===== config.mk =====
export PLATFORM = sky130hd
export DESIGN_NAME = multi_channel_watchdog
export DESIGN_NICKNAME = d
export VERILOG_FILES = /design/src/rtl/multi_channel_watchdog.sv
export SDC_FILE = /design/constraint.sdc
export NUM_CORES = 1
export LEC_CHECK = 0
export CAP_MARGIN = 20
export CORE_MARGIN = 3
export CORE_UTILIZATION = 59
export DETAILED_ROUTE_END_ITERATION = 10
export GPL_ROUTABILITY_DRIVEN = 0
export MAX_ROUTING_LAYER = met4
export PLACE_DENSITY_LB_ADDON = 0.3
export SLEW_MARGIN = 40
export SYNTH_ARGS = -nofsm -noshare
export SYNTH_HDL_FRONTEND = slang
export SYNTH_SLANG_ARGS = --single-unit

===== constraint.sdc =====
create_clock -name clk -period 5.27 [get_ports clk]
set_input_delay 1.054 -clock clk [delete_from_list [all_inputs] [get_ports clk]]
set_output_delay 1.054 -clock clk [all_outputs]
set_load 0.03 [all_outputs]

===== src/rtl/multi_channel_watchdog.sv =====
// multi_channel_watchdog
//
// Supervises NUM_CH independent heartbeat sources. Each channel has its own
// timeout counter and IDLE/ARMED/HOLD state machine. A channel trips when it
// goes TIMEOUT cycles without a heartbeat. It then holds force_reset high for
// RST_HOLD cycles, latches a sticky triggered flag, bumps a saturating trip
// counter and re-arms on its own.
//
// Optional feature macro: WDT_WINDOW_EN
//   When defined, a heartbeat that arrives while the counter is still below
//   WINDOW_MIN counts as an early-kick fault. It trips the channel exactly
//   like a timeout and also sets the sticky early_fault flag.
//
// Ports:
//   clk             system clock
//   rst             synchronous, active-high reset
//   enable          per-channel enable
//   heartbeat       per-channel kick, level-high sampled every cycle
//   clear_trip      per-channel clear of triggered (and early_fault)
//   warning         channel armed and counter >= WARN_LEVEL
//   triggered       sticky per-channel trip flag
//   force_reset     per-channel reset pulse, RST_HOLD cycles wide
//   force_reset_any OR of force_reset
//   trip_count      saturating trip counts, channel i at [i*TRIP_CNT_W +: TRIP_CNT_W]
//   early_fault     (WDT_WINDOW_EN only) sticky early-kick flag
module multi_channel_watchdog #(
  parameter int NUM_CH     = 4,
  parameter int CNT_W      = 32,
  parameter int TIMEOUT    = 50_000_000,
  parameter int WARN_LEVEL = 40_000_000,
  parameter int RST_HOLD   = 16,
  parameter int TRIP_CNT_W = 8,
  parameter int WINDOW_MIN = 1_000
) (
  input  logic                         clk,
  input  logic                         rst,
  input  logic [NUM_CH-1:0]            enable,
  input  logic [NUM_CH-1:0]            heartbeat,
  input  logic [NUM_CH-1:0]            clear_trip,
  output logic [NUM_CH-1:0]            warning,
  output logic [NUM_CH-1:0]            triggered,
  output logic [NUM_CH-1:0]            force_reset,
  output logic                         force_reset_any,
  output logic [NUM_CH*TRIP_CNT_W-1:0] trip_count
`ifdef WDT_WINDOW_EN
  ,
  output logic [NUM_CH-1:0]            early_fault
`endif
);

  localparam int HOLD_W = (RST_HOLD > 1) ? $clog2(RST_HOLD) : 1;

  localparam logic [CNT_W-1:0]      TRIP_AT   = CNT_W'(TIMEOUT - 1);
  localparam logic [CNT_W-1:0]      WARN_AT   = CNT_W'(WARN_LEVEL);
  localparam logic [HOLD_W-1:0]     HOLD_LAST = HOLD_W'(RST_HOLD - 1);
  localparam logic [TRIP_CNT_W-1:0] TRIP_MAX  = '1;
`ifdef WDT_WINDOW_EN
  localparam logic [CNT_W-1:0]      WIN_AT    = CNT_W'(WINDOW_MIN);
`endif

  // Refuse to elaborate with a configuration that cannot behave sensibly.
  if (NUM_CH < 1 || NUM_CH > 16 || TIMEOUT <= WARN_LEVEL || RST_HOLD < 1 ||
      WINDOW_MIN >= TIMEOUT) begin : g_bad_params
    $error("multi_channel_watchdog: illegal parameter combination");
  end

  typedef enum logic [1:0] {
    IDLE  = 2'd0,
    ARMED = 2'd1,
    HOLD  = 2'd2
  } ch_state_t;

  ch_state_t             state_q    [NUM_CH];
  ch_state_t             state_d    [NUM_CH];
  logic [CNT_W-1:0]      count_q    [NUM_CH];
  logic [CNT_W-1:0]      count_d    [NUM_CH];
  logic [HOLD_W-1:0]     hold_q     [NUM_CH];
  logic [HOLD_W-1:0]     hold_d     [NUM_CH];
  logic [TRIP_CNT_W-1:0] trip_cnt_q [NUM_CH];
  logic [TRIP_CNT_W-1:0] trip_cnt_d [NUM_CH];

  logic [NUM_CH-1:0] trip_ev;
  logic [NUM_CH-1:0] warning_d;
  logic [NUM_CH-1:0] triggered_d;
  logic [NUM_CH-1:0] force_d;
  logic              force_any_d;
`ifdef WDT_WINDOW_EN
  logic [NUM_CH-1:0] early_ev;
  logic [NUM_CH-1:0] early_d;
`endif

  // State register: every channel's FSM state, counters and all registered
  // outputs update together on the clock edge.
  always_ff @(posedge clk) begin
    if (rst) begin
      for (int i = 0; i < NUM_CH; i++) begin
        state_q[i]    <= IDLE;
        count_q[i]    <= '0;
        hold_q[i]     <= '0;
        trip_cnt_q[i] <= '0;
      end
      warning         <= '0;
      triggered       <= '0;
      force_reset     <= '0;
      force_reset_any <= 1'b0;
`ifdef WDT_WINDOW_EN
      early_fault     <= '0;
`endif
    end else begin
      for (int i = 0; i < NUM_CH; i++) begin
        state_q[i]    <= state_d[i];
        count_q[i]    <= count_d[i];
        hold_q[i]     <= hold_d[i];
        trip_cnt_q[i] <= trip_cnt_d[i];
      end
      warning         <= warning_d;
      triggered       <= triggered_d;
      force_reset     <= force_d;
      force_reset_any <= force_any_d;
`ifdef WDT_WINDOW_EN
      early_fault     <= early_d;
`endif
    end
  end

  // Next-state logic per channel. In ARMED the priority is: disable, then
  // heartbeat, then timeout, then count up. The trip fires on the cycle the
  // counter sits at TIMEOUT-1. The first force_reset therefore appears TIMEOUT
  // cycles after the arm or the last kick, and the counter never wraps.
  always_comb begin
    for (int i = 0; i < NUM_CH; i++) begin
      state_d[i] = state_q[i];
      count_d[i] = count_q[i];
      hold_d[i]  = hold_q[i];
      trip_ev[i] = 1'b0;
`ifdef WDT_WINDOW_EN
      early_ev[i] = 1'b0;
`endif
      case (state_q[i])
        IDLE: begin
          count_d[i] = '0;
          if (enable[i]) begin
            state_d[i] = ARMED;
          end
        end
        ARMED: begin
          if (!enable[i]) begin
            state_d[i] = IDLE;
            count_d[i] = '0;
          end else if (heartbeat[i]) begin
`ifdef WDT_WINDOW_EN
            if (count_q[i] < WIN_AT) begin
              early_ev[i] = 1'b1;
              trip_ev[i]  = 1'b1;
            end
`endif
            count_d[i] = '0;
          end else if (count_q[i] == TRIP_AT) begin
            trip_ev[i] = 1'b1;
          end else begin
            count_d[i] = count_q[i] + 1'b1;
          end
          if (trip_ev[i]) begin
            state_d[i] = HOLD;
            count_d[i] = '0;
            hold_d[i]  = '0;
          end
        end
        HOLD: begin
          // Heartbeat and enable are ignored until the pulse completes. Only
          // the exit decision looks at enable.
          count_d[i] = '0;
          if (hold_q[i] == HOLD_LAST) begin
            hold_d[i] = '0;
            if (enable[i]) begin
              state_d[i] = ARMED;
            end else begin
              state_d[i] = IDLE;
            end
          end else begin
            hold_d[i] = hold_q[i] + 1'b1;
          end
        end
        default: begin
          state_d[i] = IDLE;
          count_d[i] = '0;
          hold_d[i]  = '0;
        end
      endcase
    end
  end

  // Output logic. The outputs are computed from next-state values so the
  // registered outputs line up with the state they describe. A new trip beats
  // a coincident clear_trip.
  always_comb begin
    warning_d   = '0;
    triggered_d = '0;
    force_d     = '0;
`ifdef WDT_WINDOW_EN
    early_d     = '0;
`endif
    for (int i = 0; i < NUM_CH; i++) begin
      warning_d[i] = (state_d[i] == ARMED) && (count_d[i] >= WARN_AT);
      force_d[i]   = (state_d[i] == HOLD);
      if (trip_ev[i]) begin
        triggered_d[i] = 1'b1;
      end else if (clear_trip[i]) begin
        triggered_d[i] = 1'b0;
      end else begin
        triggered_d[i] = triggered[i];
      end
      trip_cnt_d[i] = trip_cnt_q[i];
      if (trip_ev[i] && (trip_cnt_q[i] != TRIP_MAX)) begin
        trip_cnt_d[i] = trip_cnt_q[i] + 1'b1;
      end
`ifdef WDT_WINDOW_EN
      if (early_ev[i]) begin
        early_d[i] = 1'b1;
      end else if (clear_trip[i]) begin
        early_d[i] = 1'b0;
      end else begin
        early_d[i] = early_fault[i];
      end
`endif
    end
    force_any_d = |force_d;
  end

  for (genvar g = 0; g < NUM_CH; g++) begin : g_trip_out
    assign trip_count[g*TRIP_CNT_W +: TRIP_CNT_W] = trip_cnt_q[g];
  end

endmodule

; ---- Yosys cells after proc, flatten, opt, wreduce, memory -nomap -nowiden
; Memory sizes are Yosys's and may differ from the RTL's.
; Cells that the tools add are included.
[totals]
input_bits = 14
mem_count = 4
ramBits = 184
regBits = 13
wordCells = 195
[op_classes]
n_eq_ne = 28
mux = 107
magnitude_cmp = 4
n_reduce_logical = 17
add_sub_neg = 12
bitwise = 16
[memory_table]
columns = memory, words, word_bits, rd, rd_clocked_by_memory_dff, wr, line_no
row1 = count_q, 4, 32, 4, 0, 4, 75  ; logic [CNT_W-1:0] count_q [NUM_CH];
row2 = trip_cnt_q, 4, 8, 4, 0, 4, 79  ; logic [TRIP_CNT_W-1:0] trip_cnt_q [NUM_CH];
row3 = hold_q, 4, 4, 4, 0, 4, 77  ; logic [HOLD_W-1:0] hold_q [NUM_CH];
row4 = state_q, 4, 2, 4, 0, 4, 73  ; ch_state_t state_q [NUM_CH];
[op_table]
columns = cell, n
row1 = two-way mux 32 bit, 24
row2 = adder 32 x 1 -> 32 bit (second input constant), 4
row3 = equality test 32 x 26 -> 1 bit (second input constant), 4
row4 = >= comparator 32 x 26 -> 1 bit (second input constant), 4
row5 = two-way mux 8 bit, 8
row6 = two-way mux 4 bit, 12
row7 = one-hot mux 4 bit (3 select lines), 4
row8 = two-way mux 2 bit, 20
row9 = two-way mux 1 bit, 35
row10 = adder 8 x 1 -> 8 bit (second input constant), 4
row11 = != test 8 bit (second input constant), 4
row12 = one-hot mux 2 bit (3 select lines), 4
row13 = adder 4 x 1 -> 4 bit (second input constant), 4
row14 = equality test 2 x 1 -> 1 bit (second input constant), 8
row15 = equality test 2 bit (second input constant), 8
row16 = equality test 4 bit (second input constant), 4
row17 = bitwise OR 1 bit, 16
row18 = logical AND 1 bit, 8
row19 = zero test 2 bit, 4
row20 = nonzero test 2 bit, 4
row21 = OR reduction 4 bit, 1

; ---- Longest topological paths before layout
; An unclocked memory read counts as a cell.
[depth]
depth_word = 10
depth_mapped = 11
depth_no_buf = 9

; ---- Worst setup path before layout
; OpenSTA, ideal clock, no wires.
[synth_timing]
path_kind = flip-flop to flip-flop
start = mem count_q[0][0]
end = mem trip_cnt_q[0][5]
stages_incl_launch_ff = 11
path_slack_ns = 2.492
t_arrival_ns = 2.707
n_path_buf = 2
path_cell_list = dfxtp_1 > ha_1 > and4_1 > buf_2 > nand2_1 > or4_1 > buf_2 > a311oi_4 > nand4_4 > or3_1 > a21oi_1
[synth_rtl]
columns = item, line_no
row1 = from (decl), 75
row2 = to (decl), 79

==> metrics.txt <==
status=completed; CTS tree=built; final setup vio count=0; first-pass GRT wire length=39300 um; PwrDens=245 nW/um^2; largest net degree at the start of global routing=32; Pleak=3.62 nW; clock transition at the registers of the reported paths=0.07 ns; most common cell after layout, fill and taps aside=nor2_1; R2R setup slack=~2.1 ns; Worst path max stage delay=0.84 ns; post-DR vias/cell=5.94; WP data required=5.57 ns; vias in the first global route=8487; GRT Util Overall=0.245; layout cells sized above 1=0.0513; critical path's top delay family=simple AND/OR/NAND/NOR gates; hold path depth=2; H-Tree Depth=4; Routed Antenna Nets=0; Pwr Total=2.83 mW; Critical Path Fanout Max=13; Layout Nets=1320; share of the synthesized area in the top cell type=0.384; PostCTS Resize Cnt=0; Area Growth Syn to Fin=12.2%; Finished Cell Area=11500 sq um; dpl hpwl=~15000 um; Slew Limit Fails=0; total of max-cap violations=0; DRT Pass-1 Iters=5; WP data arrival=3.51 ns; wire per inst=14.9 um; Worst setup EP type=flop; clk root buf=clkbuf_16; Worst IR Drop VDD=roughly 0.00030 V; io pins=59; clk sinks=197; kind of start point of the critical path=flop; post-synthesis cell type count=68; WHS Endpoint=triggered[3]$_SDFFE_PP0P_; CTS Hold Bufs=0; Final Hold Viols=0; Post-synth ARST share=0; reg2reg path depth=8; width of the die=138 um; clk_lat worst skew=around 0.44 ns; Slew headroom=0.441; starting density of the core=0.611; Setup Fix Bufs, Post-CTS=0; final wirelength=22700 um; WS Path Type=reg -> reg; Hold Startpoint=triggered[3]$_SDFFE_PP0P_; min-delay worst type=reg -> reg; post-synthesis area per instance=8.06 sq um; worst slack, placed=1.59 ns; capture point of the worst reg-to-reg path=warning[1]$_SDFF_PP0_; setup_tns=0 ns; WP buf/inv=0; Fmax=roughly 310 MHz; die area=between 15000 and 20000 sq um; 1st-iter DRT viols=650; worst slew pin tran=0.830 ns; antenna cells=0; # rows=47; sequential area share after synthesis=0.384; Syn Nets=1302; CTS buffer count=17; top post-synthesis cells by area=dfxtp_1 38%, nor2_1 8.1%, xnor2_1 6.6%; synthesized instance count=1276; CTS max path bufs=2; die height=138 um; worst r2r src=count_q[1][0]$_SDFF_PP0_; dominant synthesized flop cell=dfxtp_1; CP startpoint=count_q[1][0]$_SDFF_PP0_; core area=16800 sq um; crit-path cells=ha_1 -> and4_1 -> nand4_1 -> nor3_1 -> a31o_2 -> nand4_1 -> a311oi_1 -> nor3_1; synthesized cell area=10300 sq um; EDFF count, synth=0; minimum clock period=3.21 ns; setup slack after layout=2.06 ns; Via Count=9076; drc violations=0; Slowest-stage cell, CP=nor3_1; RSZ-0062 raised after global routing=no; FF+latch count, synth=197; gr ovfl total=0; period utilization=0.610; Placement Cell Area=10900 sq um; Synthesis Warnings=0; Setup Skew=between 0.005 and 0.006 ns; commonest cells after routing, fill and taps aside=221 x nor2_1, 197 x dfxtp_1, 98 x nand2_1; PortBufs=58; antenna violations before repair=0; Synth area leader=dfxtp_1
cells by family (layout without fill, tap and decap cells):
logic type,Yosys count,count (layout),share of synthesized area
muxes,12,12,0.0119
adders and majority gates,12,12,0.0146
DFF,197,197,0.384
AOI/OAI and AO/OA,153,153,0.101
xor gates and xnor gates,152,152,0.129
buffers and inverters,88,119,0.0329
and+or+nand+nor,662,662,0.327
how the worst max path moves through the flow:
stage | depth (start not counted) | end
floorplan | 10 | trip_cnt_q[0][5]$_SDFFE_PP0P_
global placement | 7 | trip_cnt_q[0][5]$_SDFFE_PP0P_
detailed placement | 7 | trip_cnt_q[0][5]$_SDFFE_PP0P_
CTS | 8 | trip_cnt_q[0][7]$_SDFFE_PP0P_
global route | 8 | warning[1]$_SDFF_PP0_
finish | 8 | warning[1]$_SDFF_PP0_
cells in the mapped netlist (5+ instances only):
library cell	instances
o21ai_0	21
a22oi_1	5
a41oi_1	5
clkbuf_1	55
or4_1	7
mux2i_1	10
and4_1	21
nand2b_1	13
a31oi_1	21
a21oi_1	42
xnor2_1	77
xor2_1	75
buf_2	6
nor3b_1	12
nand2_1	98
inv_1	23
nor2_1	221
and3_1	18
o211ai_1	6
nor4_1	26
nand3b_1	7
nor2b_1	15
and2_1	18
nand3_1	70
or2_2	9
or3_1	14
nand4_1	42
dfxtp_1	197
ha_1	12
a211oi_1	7
nor3_1	52
power breakdown:
part	leakage, nW	switching [mW]	total, mW	internal [mW]
clock	0.277	0.571	1.30	0.728
combinational	1.76	0.0210	0.0346	0.0136
sequential	1.59	0.00240	1.49	1.49
total	3.62	0.595	2.83	2.23
cell type report:
class                           count  area [sq um]
Timing Repair Buffer               64           621
Multi-Input combinational cell    991          6030
Clock buffer                       22           464
Inverter                           23          86.3
Fill cell                        1386          5280
Tap cell                          220           275
Clock inverter                     10           123
Sequential cell                   197          3940
worst reg2reg max path, cell delays in order, from the launching register on:
cell	delay [ns]
dfxtp_1	0.39
ha_1	0.23
and4_1	0.29
nand4_1	0.52
nor3_1	0.84
a31o_2	0.26
nand4_1	0.15
a311oi_1	0.33
nor3_1	0.07
state kept, by name, indices dropped and copies added, names as in the netlist:
register / count
triggered: 4
count_q: 128
state_q: 8
warning: 4
force_reset_any: 1
trip_cnt_q: 32
hold_q: 16
force_reset: 4
per-stage QoR:
step | instances | utilization | hold WS (ns)
floorplan | 1276 | - | 0.437
global placement | 1495 | 0.650 | 0.454
detailed placement | 1495 | 0.651 | 0.458
CTS | 1527 | 0.686 | 0.478
global route | 1527 | 0.686 | 0.499
finish | 1527 | 0.686 | 0.472
routing by layer:
layer,up-vias,part of all wire,global-route usage
met4,0,0.018,0.0790
met5,-,0,-
met2,240,0.46,0.385
li1,4530,-,-
met1,4260,0.47,0.320
met3,46,0.050,0.0477
(Power assumes the default switching activity.)
